`src/rtl/healthcare_system_first_phase.sv`:
```
// rtl/healthcare_system_first_phase.sv - first-phase vital-sign evaluator with registered indicators
module healthcare_system_first_phase (
    input  logic       clk,
    input  logic       rst,
    input  logic [5:0] pressureData,
    input  logic [3:0] bloodPH,
    input  logic [2:0] bloodType,
    input  logic [7:0] fdSensorValue,
    input  logic [7:0] fdFactoryValue,
    input  logic [7:0] bloodSensor,
    input  logic [7:0] factoryBaseTemp,
    input  logic [3:0] factoryTempCoef,
    input  logic [3:0] tempSensorValue,
    output logic       presureAbnormality,
    output logic       bloodAbnormality,
    output logic       fallDetected,
    output logic [3:0] glycemicIndex,
    output logic       temperatureAbnormality
);

    logic       presureNext;
    logic       bloodNext;
    logic       fallNext;
    logic [3:0] glycemicNext;
    logic       temperatureNext;

    logic [3:0] sensorOnes;
    logic [3:0] phLow;
    logic [3:0] phHigh;
    logic [7:0] tempProduct;
    logic [8:0] tempSum;

    // Pressure alarm is simply the sensor code MSB; fall is an unsigned >= compare.
    always_comb begin
        presureNext = pressureData[5];
        fallNext    = (fdSensorValue >= fdFactoryValue);
    end

    // Blood types 4..7 have their normal pH window shifted down by one.
    always_comb begin
        phLow     = bloodType[2] ? 4'd6 : 4'd7;
        phHigh    = bloodType[2] ? 4'd8 : 4'd9;
        bloodNext = (bloodPH < phLow) || (bloodPH > phHigh);
    end

    // Glycemic index falls with the number of set glucose sensor bits, floored at zero.
    always_comb begin
        sensorOnes = 4'd0;
        for (int i = 0; i < 8; i++) begin
            sensorOnes = sensorOnes + {3'd0, bloodSensor[i]};
        end
        glycemicNext = (sensorOnes >= 4'd7) ? 4'd0 : (4'd7 - sensorOnes);
    end

    // Calibrated temperature kept at 9 bits so the largest sum (480) never wraps.
    always_comb begin
        tempProduct     = {4'd0, factoryTempCoef} * {4'd0, tempSensorValue};
        tempSum         = {1'b0, factoryBaseTemp} + {1'b0, tempProduct};
        temperatureNext = (tempSum < 9'd40) || (tempSum > 9'd45);
    end

    // Output registers: cleared asynchronously, otherwise load every cycle.
    always_ff @(posedge clk or posedge rst) begin
        if (rst) begin
            presureAbnormality     <= 1'b0;
            bloodAbnormality       <= 1'b0;
            fallDetected           <= 1'b0;
            glycemicIndex          <= 4'd0;
            temperatureAbnormality <= 1'b0;
        end else begin
            presureAbnormality     <= presureNext;
            bloodAbnormality       <= bloodNext;
            fallDetected           <= fallNext;
            glycemicIndex          <= glycemicNext;
            temperatureAbnormality <= temperatureNext;
        end
    end

endmodule

```
`config.mk`:
```
export PLATFORM = sky130hd
export DESIGN_NAME = healthcare_system_first_phase
export DESIGN_NICKNAME = d
export VERILOG_FILES = /design/src/rtl/healthcare_system_first_phase.sv
export SDC_FILE = /design/constraint.sdc
export NUM_CORES = 1
export LEC_CHECK = 0
export ABC_CLOCK_PERIOD_IN_PS = 800
export CAP_MARGIN = 30
export CELL_PAD_IN_SITES_DETAIL_PLACEMENT = 1
export CELL_PAD_IN_SITES_GLOBAL_PLACEMENT = 2
export CORE_ASPECT_RATIO = 1.2
export CORE_MARGIN = 5
export CORE_UTILIZATION = 21
export CTS_BUF_LIST = sky130_fd_sc_hd__clkbuf_4 sky130_fd_sc_hd__clkbuf_8 sky130_fd_sc_hd__clkbuf_16
export DETAILED_ROUTE_END_ITERATION = 12
export PLACE_DENSITY = 0.83
export SKIP_CTS_REPAIR_TIMING = 1
export SYNTH_ARGS = -nofsm -noshare
export SYNTH_HDL_FRONTEND = slang
export SYNTH_SLANG_ARGS = --single-unit
```
`constraint.sdc`:
```
create_clock -name clk -period 0.8 [get_ports clk]
set_clock_uncertainty 0.1 [all_clocks]
set_input_delay 0.16 -clock clk [delete_from_list [all_inputs] [get_ports clk]]
set_output_delay 0.16 -clock clk [all_outputs]
set_load 0.02 [all_outputs]
```
==> reports/metrics.cfg <==
[outcome]
status=finished with violations
violations=setup timing

[timing]
slew_violations=0
setup_ws_ns=-2.29
fmax_mhz=324
final.min_clock_period_ns=3.09
setup_tns_ns=-9.25
rsz0062_at_grt=true
hold_viol=0
setup-violations-final=14
fin_crit_sh_pct=386

[floorplanning]
io_pins=63
dieArea_um2=8370
die_h_um=99.2
start_util_pct=21.6
core_um2=6450
die_x_um=84.3
std_cell_rows=32

[placement]
place.gp.congestion=0.753
hpwl_mm=3.37
io_buffers=55

[critical_path]
slowest_stage=fa_1
path_class=in2reg
worstSetupStartpointType=primary input
required_ns=0.78
cp_slowest_stage_delay_ns=0.55
worst_setup_path_end_kind=flop
worst-path-max-fanout=4
crit_chain=buf_8 > nand2_4 > fa_1 > fa_1 > fa_1 > inv_2 > ha_4 > nand2b_4 > a21oi_4 > or4_4 > a32oi_1 > o2111ai_1
arrival_ns=3.07
cp_common_cell=fa_1

[final_layout]
ff_latch_area_um2=200
antenna_cells=0
nFillCells=730
nets=338
area_growth_pct=80.8
layout-drive-gt1-share_pct=34.3
multi_input_area_um2=1240

[route]
via_per_inst=4.09
ant_nets=0
drt_wl_total_mm=3.91
via_count=1326
dr.pass1.iters=2
first_iter_violations=6
drc=0
wl_per_cell_um=12.1

[hold_path]
hp-class=in2async

[global_route]
gr-usage-met3_pct=1.74
grt.total_usage_pct=8.69
antenna_found_initial=0
grt_busiest_layer=met2
grt-ovfl-total=0
globalRouteMet2Util_pct=17.2
grt_pass1_wl_mm=6.13
met1_usage_pct=9.38
grt_max_degree=9
first_global_vias=1458

[synth]
yosysSeqAreaShare_pct=14.4
synthesis.nets=260
synth_commonest_cells=47 x inv_1, 29 x ha_1, 13 x fa_1
synth_area_um2=1390
synthFlopType=dfrtp_1
yosysTopAreaCellShare_pct=26.1
synth_warnings=0
yosysMostFrequentCell=inv_1
yosysTopAreaCell=ha_1
synth_cell_types=33
synth.area.top_cells=ha_1 26%, fa_1 19%, dfrtp_1 14%
synth_edf_count=0
avgSynthCellArea_um2=8.54
syn_inst=163
synth_seq_cells=8
ys_async_sr_fraction_pct=100

[clocking]
htree_levels=1
clk_path_buf_depth=2
cts.clk_slew.worst_paths_ns=0.04
cts_made_buffers=3
clock-root-buffer=clkbuf_8
clock-sinks=8
cts_tree=done

[flow_run]
drv_cap=0

[power]
total_leakage_power_uw=0.00130
power.total_uw=3530
ir_worst_vdd_mv=0.671
p_per_area_nw_per_um2=1400

==> final cells by class <==
cell class,count,share of cell area (%)
Tap cell,85,4.22
Sequential cell,8,7.95
Multi-Input combinational cell,108,49.5
Inverter,47,7.31
Timing Repair Buffer,73,29.4
Clock buffer,3,1.64
==> state kept, by name, summed over array words and instances, names as in the netlist <==
name and count:
presureAbnormality 1, glycemicIndex 4, fallDetected 1, temperatureAbnormality 1
bloodAbnormality 1
==> per-stage QoR <==
stage	area (µm²)	hold slack (ns)	worst slack [ns]	util [%]	std cells
2_1_floorplan	1460	-0.124	-2.21	-	163
3_3_place_gp	2240	0.329	-2.81	34.7	319
3_5_place_dp	2240	0.330	-2.91	34.7	319
4_1_cts	2280	0.0924	-2.67	35.3	322
5_1_grt	2520	0.153	-2.38	39.1	324
6_report	2520	0.0935	-2.29	39.1	324
==> per-layer routing <==
metal | vias up | part of all wire, %
met3 | 2 | 6.4
met4 | 0 | 0.20
met5 | - | 0
met2 | 43 | 57
li1 | 665 | -
met1 | 616 | 36
==> worst max-delay path: cells and delay by family <==
family          cells  cell delay (ns)
fa+ha+maj           4             1.77
simple gates        3             0.60
buf+inv             2             0.13
compound gates      3             0.40
==> final timing paths <==
path                                     from                                to  slack (ns)  depth (start not counted)
worst max-delay path       tempSensorValue[3]  temperatureAbnormality$_DFF_PP0_       -2.29                         12
worst min-delay path                      rst            fallDetected$_DFF_PP0_        0.09                          2
max in group asynchronous                 rst        glycemicIndex[0]$_DFF_PP0_        0.27                          2
min in group clk                   bloodPH[3]        bloodAbnormality$_DFF_PP0_        0.15                          3
==> placed cells by master, fill, tap and decap left out, types with 2 or more instances in the layout <==
cell             count
fa_1                12
nor2_1               7
inv_2                8
and2_1              11
a21o_1               2
ha_1                20
nand2_1              3
clkbuf_8             3
dlymetal6s2s_1      13
nand2b_4             2
o21ai_0              4
xor2_1               2
clkdlybuf4s50_1     22
dfrtp_1              8
buf_4               20
a21oi_1              3
buf_8                3
a21oi_4              2
ha_4                 9
inv_1               37
buf_6               14
nand2_2              2
==> logic make-up after synthesis <==
family / Yosys count / synth area share (%)
XOR/XNOR: 3 / 1.89
AO/OA/AOI/OAI: 23 / 10.6
AND/OR/NAND/NOR: 39 / 15.5
other: 1 / 0.269
flip-flops: 8 / 14.4
buffers and inverters: 47 / 12.7
adder cells (fa/ha/maj): 42 / 44.7
==> report_power, final <==
part | switching [µW] | total, µW | internal (µW)
Sequential | 37.2 | 530 | 493
Combinational | 1170 | 2550 | 1370
Clock | 132 | 455 | 324
No activity file was read; power rests on OpenSTA's default activity.
